File: src/rtl/mem_bus_arbiter_if.sv
// SRAM-like request/response port: one request channel (req/addr_ok) and an
// in-order response channel (data_ok/rdata). master issues, slave answers.
interface mem_bus_arbiter_if #(
   parameter int ADDR_W = 32,
   parameter int DATA_W = 32
);
   logic                  req;
   logic                  wr;
   logic [1:0]            size;
   logic [DATA_W/8-1:0]   wstrb;
   logic [ADDR_W-1:0]     addr;
   logic [DATA_W-1:0]     wdata;
   logic                  addr_ok;
   logic                  data_ok;
   logic [DATA_W-1:0]     rdata;

   modport master (
      output req, wr, size, wstrb, addr, wdata,
      input  addr_ok, data_ok, rdata
   );

   modport slave (
      input  req, wr, size, wstrb, addr, wdata,
      output addr_ok, data_ok, rdata
   );
endinterface

File: src/rtl/mem_bus_arbiter.sv
// Shares one SRAM-like memory port between instruction fetch and data access.
// Data wins arbitration; an owner FIFO routes in-order responses back to their issuer.
module mem_bus_arbiter #(
   parameter int ADDR_W  = 32,
   parameter int DATA_W  = 32,
   parameter int MAX_OUT = 2
) (
   input  logic                         clk,
   input  logic                         reset,
   mem_bus_arbiter_if.slave             i_bus,
   mem_bus_arbiter_if.slave             d_bus,
   mem_bus_arbiter_if.master            m_bus,
   input  logic                         inst_flush,
   output logic [$clog2(MAX_OUT):0]     out_cnt
);
   localparam int CNT_W = $clog2(MAX_OUT) + 1;
   localparam int PTR_W = (MAX_OUT > 1) ? $clog2(MAX_OUT) : 1;
   localparam logic OWN_INST = 1'b0;
   localparam logic OWN_DATA = 1'b1;

   typedef enum logic {ST_IDLE, ST_HOLD} state_t;

   state_t             state_reg, state_next;
   logic               owner_reg, owner_next;
   logic               cancel_pend_reg, cancel_pend_next;
   logic [PTR_W-1:0]   wr_ptr_reg, rd_ptr_reg;
   logic [CNT_W-1:0]   cnt_reg;
   logic               fifo_owner_reg   [MAX_OUT];
   logic               fifo_discard_reg [MAX_OUT];

   logic               sel;
   logic               grant_req;
   logic               accept;
   logic               full;
   logic               empty;
   logic               push_discard;
   logic               pop;
   logic               head_owner;
   logic               head_drop;
   logic [ADDR_W-1:0]  sel_addr;
   logic [DATA_W/8-1:0] sel_wstrb;

   // Fetch never writes, so its store-side fields are intentionally ignored.
   logic unused_fetch_fields;
   assign unused_fetch_fields = &{1'b0, i_bus.wr, i_bus.wstrb, i_bus.wdata};

   function automatic logic [PTR_W-1:0] ptr_inc(input logic [PTR_W-1:0] p);
      return (p == PTR_W'(MAX_OUT - 1)) ? '0 : p + 1'b1;
   endfunction

   assign full  = (cnt_reg == CNT_W'(MAX_OUT));
   assign empty = (cnt_reg == '0);

   always_comb begin
      state_next       = state_reg;
      owner_next       = owner_reg;
      cancel_pend_next = cancel_pend_reg;
      sel              = OWN_INST;
      grant_req        = 1'b0;
      case (state_reg)
         ST_IDLE: begin
            sel       = d_bus.req ? OWN_DATA : OWN_INST;
            grant_req = (d_bus.req | i_bus.req) & ~full;
            if (grant_req && !m_bus.addr_ok) begin
               state_next = ST_HOLD;
               owner_next = sel;
            end
         end
         ST_HOLD: begin
            // Arbitration is frozen until the held request is taken.
            sel       = owner_reg;
            grant_req = 1'b1;
            if (m_bus.addr_ok) begin
               state_next = ST_IDLE;
            end
         end
         default: state_next = ST_IDLE;
      endcase

      accept = grant_req & m_bus.addr_ok;
      if (accept) begin
         cancel_pend_next = 1'b0;
      end else if (state_reg == ST_HOLD && owner_reg == OWN_INST && inst_flush) begin
         cancel_pend_next = 1'b1;
      end
   end

   assign push_discard = (sel == OWN_INST) & (inst_flush | cancel_pend_reg);
   assign pop          = m_bus.data_ok & ~empty;
   assign head_owner   = fifo_owner_reg[rd_ptr_reg];
   // A flush in the pop cycle also kills the fetch response arriving now.
   assign head_drop    = fifo_discard_reg[rd_ptr_reg] | inst_flush;

   assign sel_addr  = (sel == OWN_DATA) ? d_bus.addr : i_bus.addr;
   assign sel_wstrb = (sel == OWN_DATA) ? d_bus.wstrb : '0;

   assign m_bus.req   = grant_req;
   assign m_bus.wr    = (sel == OWN_DATA) & d_bus.wr;
   assign m_bus.size  = (sel == OWN_DATA) ? d_bus.size : i_bus.size;
   assign m_bus.wstrb = sel_wstrb;
   assign m_bus.addr  = sel_addr;
   assign m_bus.wdata = d_bus.wdata;

   assign i_bus.addr_ok = accept & (sel == OWN_INST);
   assign d_bus.addr_ok = accept & (sel == OWN_DATA);
   assign d_bus.data_ok = pop & (head_owner == OWN_DATA);
   assign i_bus.data_ok = pop & (head_owner == OWN_INST) & ~head_drop;
   assign i_bus.rdata   = m_bus.rdata;
   assign d_bus.rdata   = m_bus.rdata;

   assign out_cnt = cnt_reg;

   always_ff @(posedge clk) begin
      if (reset) begin
         state_reg       <= ST_IDLE;
         owner_reg       <= OWN_DATA;
         cancel_pend_reg <= 1'b0;
         wr_ptr_reg      <= '0;
         rd_ptr_reg      <= '0;
         cnt_reg         <= '0;
      end else begin
         state_reg       <= state_next;
         owner_reg       <= owner_next;
         cancel_pend_reg <= cancel_pend_next;
         if (accept) begin
            wr_ptr_reg <= ptr_inc(wr_ptr_reg);
         end
         if (pop) begin
            rd_ptr_reg <= ptr_inc(rd_ptr_reg);
         end
         case ({accept, pop})
            2'b10:   cnt_reg <= cnt_reg + 1'b1;
            2'b01:   cnt_reg <= cnt_reg - 1'b1;
            default: cnt_reg <= cnt_reg;
         endcase
      end
   end

   // Per-entry storage so a flush can mark every queued fetch in one cycle.
   for (genvar gi = 0; gi < MAX_OUT; gi++) begin : g_entry
      always_ff @(posedge clk) begin
         if (reset) begin
            fifo_owner_reg[gi]   <= OWN_DATA;
            fifo_discard_reg[gi] <= 1'b0;
         end else if (accept && wr_ptr_reg == PTR_W'(gi)) begin
            fifo_owner_reg[gi]   <= sel;
            fifo_discard_reg[gi] <= push_discard;
         end else if (inst_flush && fifo_owner_reg[gi] == OWN_INST) begin
            fifo_discard_reg[gi] <= 1'b1;
         end
      end
   end
endmodule

File: src/flat_wrapper.sv
// flat-port wrapper written by rule: the top's interface ports become plain ports
module mem_bus_arbiter_flat 
#(
   parameter int ADDR_W  = 32,
   parameter int DATA_W  = 32,
   parameter int MAX_OUT = 2
)
  (clk, reset, inst_flush, out_cnt, i_bus_req, i_bus_wr, i_bus_size, i_bus_wstrb, i_bus_addr, i_bus_wdata, i_bus_addr_ok, i_bus_data_ok, i_bus_rdata, d_bus_req, d_bus_wr, d_bus_size, d_bus_wstrb, d_bus_addr, d_bus_wdata, d_bus_addr_ok, d_bus_data_ok, d_bus_rdata, m_bus_req, m_bus_wr, m_bus_size, m_bus_wstrb, m_bus_addr, m_bus_wdata, m_bus_addr_ok, m_bus_data_ok, m_bus_rdata);
  mem_bus_arbiter_if #(.ADDR_W(ADDR_W), .DATA_W(DATA_W)) i_bus_i ();
  mem_bus_arbiter_if #(.ADDR_W(ADDR_W), .DATA_W(DATA_W)) d_bus_i ();
  mem_bus_arbiter_if #(.ADDR_W(ADDR_W), .DATA_W(DATA_W)) m_bus_i ();
  input  logic clk;
  input  logic reset;
  input  logic inst_flush;
  output logic [$clog2(MAX_OUT):0] out_cnt;
  input wire logic [$bits(i_bus_i.req)-1:0] i_bus_req;
  input wire logic [$bits(i_bus_i.wr)-1:0] i_bus_wr;
  input wire logic [$bits(i_bus_i.size)-1:0] i_bus_size;
  input wire logic [$bits(i_bus_i.wstrb)-1:0] i_bus_wstrb;
  input wire logic [$bits(i_bus_i.addr)-1:0] i_bus_addr;
  input wire logic [$bits(i_bus_i.wdata)-1:0] i_bus_wdata;
  output wire logic [$bits(i_bus_i.addr_ok)-1:0] i_bus_addr_ok;
  output wire logic [$bits(i_bus_i.data_ok)-1:0] i_bus_data_ok;
  output wire logic [$bits(i_bus_i.rdata)-1:0] i_bus_rdata;
  input wire logic [$bits(d_bus_i.req)-1:0] d_bus_req;
  input wire logic [$bits(d_bus_i.wr)-1:0] d_bus_wr;
  input wire logic [$bits(d_bus_i.size)-1:0] d_bus_size;
  input wire logic [$bits(d_bus_i.wstrb)-1:0] d_bus_wstrb;
  input wire logic [$bits(d_bus_i.addr)-1:0] d_bus_addr;
  input wire logic [$bits(d_bus_i.wdata)-1:0] d_bus_wdata;
  output wire logic [$bits(d_bus_i.addr_ok)-1:0] d_bus_addr_ok;
  output wire logic [$bits(d_bus_i.data_ok)-1:0] d_bus_data_ok;
  output wire logic [$bits(d_bus_i.rdata)-1:0] d_bus_rdata;
  output wire logic [$bits(m_bus_i.req)-1:0] m_bus_req;
  output wire logic [$bits(m_bus_i.wr)-1:0] m_bus_wr;
  output wire logic [$bits(m_bus_i.size)-1:0] m_bus_size;
  output wire logic [$bits(m_bus_i.wstrb)-1:0] m_bus_wstrb;
  output wire logic [$bits(m_bus_i.addr)-1:0] m_bus_addr;
  output wire logic [$bits(m_bus_i.wdata)-1:0] m_bus_wdata;
  input wire logic [$bits(m_bus_i.addr_ok)-1:0] m_bus_addr_ok;
  input wire logic [$bits(m_bus_i.data_ok)-1:0] m_bus_data_ok;
  input wire logic [$bits(m_bus_i.rdata)-1:0] m_bus_rdata;
  assign i_bus_i.req = i_bus_req;
  assign i_bus_i.wr = i_bus_wr;
  assign i_bus_i.size = i_bus_size;
  assign i_bus_i.wstrb = i_bus_wstrb;
  assign i_bus_i.addr = i_bus_addr;
  assign i_bus_i.wdata = i_bus_wdata;
  assign i_bus_addr_ok = i_bus_i.addr_ok;
  assign i_bus_data_ok = i_bus_i.data_ok;
  assign i_bus_rdata = i_bus_i.rdata;
  assign d_bus_i.req = d_bus_req;
  assign d_bus_i.wr = d_bus_wr;
  assign d_bus_i.size = d_bus_size;
  assign d_bus_i.wstrb = d_bus_wstrb;
  assign d_bus_i.addr = d_bus_addr;
  assign d_bus_i.wdata = d_bus_wdata;
  assign d_bus_addr_ok = d_bus_i.addr_ok;
  assign d_bus_data_ok = d_bus_i.data_ok;
  assign d_bus_rdata = d_bus_i.rdata;
  assign m_bus_req = m_bus_i.req;
  assign m_bus_wr = m_bus_i.wr;
  assign m_bus_size = m_bus_i.size;
  assign m_bus_wstrb = m_bus_i.wstrb;
  assign m_bus_addr = m_bus_i.addr;
  assign m_bus_wdata = m_bus_i.wdata;
  assign m_bus_i.addr_ok = m_bus_addr_ok;
  assign m_bus_i.data_ok = m_bus_data_ok;
  assign m_bus_i.rdata = m_bus_rdata;
  mem_bus_arbiter #(.ADDR_W(ADDR_W), .DATA_W(DATA_W), .MAX_OUT(MAX_OUT)) u_core (.clk(clk), .reset(reset), .i_bus(i_bus_i), .d_bus(d_bus_i), .m_bus(m_bus_i), .inst_flush(inst_flush), .out_cnt(out_cnt));
endmodule
File: config.mk
export PLATFORM = sky130hd
export DESIGN_NAME = mem_bus_arbiter_flat
export DESIGN_NICKNAME = d
export VERILOG_FILES = /design/src/rtl/mem_bus_arbiter_if.sv /design/src/rtl/mem_bus_arbiter.sv /design/src/flat_wrapper.sv
export SDC_FILE = /design/constraint.sdc
export NUM_CORES = 1
export LEC_CHECK = 0
export ABC_CLOCK_PERIOD_IN_PS = 2120
export CAP_MARGIN = 15
export CORE_AREA = 2 2 124 126
export CTS_BUF_LIST = sky130_fd_sc_hd__clkbuf_4
export DETAILED_ROUTE_END_ITERATION = 16
export DIE_AREA = 0 0 126 128
export PLACE_DENSITY = 0.64
export SETUP_SLACK_MARGIN = 0.1
export SYNTH_ARGS = -nofsm -noshare
export SYNTH_HDL_FRONTEND = slang
export SYNTH_SLANG_ARGS = --single-unit
File: constraint.sdc
create_clock -name clk -period 2.12 [get_ports clk]
set_input_delay 0.318 -clock clk [delete_from_list [all_inputs] [get_ports clk]]
set_output_delay 0.318 -clock clk [all_outputs]
set_load 0.05 [all_outputs]
==> flow_summary_export.csv <==
group,metric,value,unit
status,status,"finished, final reports clean",
synth,synthTopCellsByCount,"buf_4 (99), mux2_2 (34), dfxtp_1 (9), nor2_1 (9), nor2b_1 (6)",
floorplan,fp.dieH,128,um
floorplan,die_w,126,um
drt,drt_iter0_drc,60,
floorplan,ios,323,
setup_path,crit_type,"flop to output port",
setup_path,r2r_start,"u_core.out_cnt[1]",
pwr,leakage,0.001436,uW
timing,finalSetupViolations,0,
global_routing,grt_max_degree,11,
timing,slew_viol_final,0,
global_routing,grt_pass1_wl,10440,um
global_routing,overflow,0,
setup_path,worst-endpoint-arrival,1.76,ns
drt,drt-pass1-iter-count,4,
clock_tree,clkTransAtPathRegs,0.08,ns
place,numPortBuffers,125,
clock_tree,clkLatencyLatePin,0.28,ns
clock_tree,cts_sinks,12,
finish,syn2layout_area_growth,88.65,%
synth,ys_seq_area_share,15.04,%
place,place_hpwl,5893,um
timing,max_slew.worst_pin.slew,0.4933,ns
synth,netlist_area,0.001797,mm2
clock_tree,cts_buffers,3,
synth,synth_edf_count,3,
synth,synth_top_area_share,41.36,%
timing,hold_viol_final,0,
drt,via_count,1480,
setup_path,critPathLaunch,"u_core.state_reg",
setup_path,cp-end-kind,"output port",
synth,synth_top_area_cell,"buf_4",
drt,avgViaCountPerCell,3.341,
worst_hold_path,hold_path_class,"flop to flop",
floorplan,die_area,0.01613,mm2
synth,ys_ff_latch,12,
synth,syn_inst,202,
setup_path,crit_required,1.80,ns
worst_hold_path,hp-start,"u_core.rd_ptr_reg",
place,gp_congestion,0.9062,
synth,synth.avg_cell_area,8.895,um2
setup_path,cp-start-kind,"flop",
floorplan,initial_core_util,12.09,%
synth,synth_most_common_cell,"buf_4",
floorplan,row_count,45,
synth,dominantRegCellSynth,"dfxtp_1",
drt,drc_errors,0,
timing,period_needed,2.079,ns
global_routing,grt_usage,8.708,%
synth,synth_nets,384,
place,dpl_worst_slack,-0.1299,ns
finish,drive_above_1_share,50.39,%
job,cap_violations,0,
timing,setup_tns,0,ns
clock_tree,cts_tree,"built",
synth,synth_warnings,0,
synth,synth.distinct_cells,36,
timing,rsz0062_at_grt,"yes",
drt,ant_nets,0,
timing,fin_worst_skew,0.002673,ns
pwr,max-vdd-ir-drop,0.2750,mV
clock_tree,cts_root_buffer,"clkbuf_4",
floorplan,core,0.01486,mm2
setup_path,crit_fanout,5,
setup_path,cp_common_cell,"buf_12",
timing,max_slew_margin,67.01,%
setup_path,worstPathCellList,"mux2i_4, buf_12, buf_12, clkbuf_16, mux2_4, buf_8",
global_routing,first_global_vias,1680,
finish,layout.nets,437,
synth,synthTopCellsByArea,"buf_4 (41%), mux2_2 (21%), dfxtp_1 (10%), edfxtp_1 (5.0%), nor2b_1 (2.1%)",
global_routing,antenna_found_initial,1,
pwr,finalPower,2068,uW
timing,post-route-period-util,98.08,%
timing,fmax,480.9,MHz
setup_path,cpPeakStageDelay,0.37,ns
pwr,cellPowerDensity,610.2,mW/mm2
drt,routedWlPerCell,16.90,um
synth,ys_async_sr_fraction,0,%
clock_tree,clock_path_buffers,2,
setup_path,cp_slowest_cell,"dfxtp_4",
clock_tree,htree_levels,1,
drt,wl,7485,um
timing,fin_ws,0.04062,ns
cells by family (layout without fill, tap and decap cells):
kind of cell	count (synthesis)	after routing	synth area share, %
other	0	1	0
adders and majority gates	1	1	0.6963
AOI/OAI and AO/OA	11	11	4.527
muxes	41	41	25.84
and+or+nand+nor	28	28	9.541
DFF	12	12	15.04
buffers and inverters	106	158	42.90
xor gates and xnor gates	3	3	1.463
cells in the final DEF, fill, tap and decap left out, drive strengths merged, types with 2 or more instances in the layout:
cell,n
dfxtp,9
clkbuf,5
o21ba,2
nor2b,7
nand2b,2
mux2i,4
buf,66
nand2,2
xor2,2
inv,5
o21ai,2
nor2,9
edfxtp,3
clkdlybuf4s50,80
mux2,37
a211o,2
and3,2
report_power, final:
group | internal (uW) | switching (uW)
clock network | 68.3 | 84.1
logic | 821 | 760
registers | 292 | 42.7
worst max-delay path: cells and delay by family (launching register included):
kind / cells / cell delay, ns
buf+inv: 4 / 0.56
flops: 1 / 0.37
mux: 2 / 0.55
per-stage QoR:
| step | hold slack (ns) | util (%) | cells | cell area (um2) |
|---|---|---|---|---|
| floorplan | 0.3973 | - | 202 | 1827 |
| global placement | 0.4866 | 17.66 | 426 | 2625 |
| detailed placement | 0.4912 | 17.66 | 426 | 2625 |
| CTS | 0.5119 | 21.43 | 440 | 3186 |
| global route | 0.5286 | 22.80 | 443 | 3390 |
| finish | 0.5075 | 22.80 | 443 | 3390 |
per-layer routing:
layer | track usage [%] | vias up | part of all wire [%]
met5 | 0 | - | 0
met4 | 2.715 | 0 | 2.3
met3 | 2.504 | 10 | 8.8
met2 | 17.65 | 131 | 56
met1 | 8.375 | 662 | 33
li1 | - | 677 | -
area by class of cell:
type | instances | area [um2]
timing repair buffer | 149 | 1864
clock buffer | 3 | 22.52
inverter | 5 | 23.77
tap | 188 | 235.2
fill | 1610 | 11470
clock inverter | 1 | 3.754
multi-input combinational | 84 | 955.9
sequential | 12 | 281.5
antenna | 1 | 2.502
worst paths after layout:
path / slack, ns / depth (start not counted) / end
max: 0.04 / 6 / m_bus_addr[17]
min: 0.51 / 2 / u_core.rd_ptr_reg
max reg2reg: 0.27 / 7 / u_core.out_cnt[1]
min reg2reg: 0.51 / 2 / u_core.rd_ptr_reg
repair_timing:
| action | in CTS | in global routing |
|---|---|---|
| gates resized for setup | 95 | 38 |
| hold buffers | 0 | 0 |
| cloned | 4 | 2 |
| setup endpoints to repair | 39 | 41 |
| setup buffers | 6 | 0 |
(Power assumes the default switching activity.)
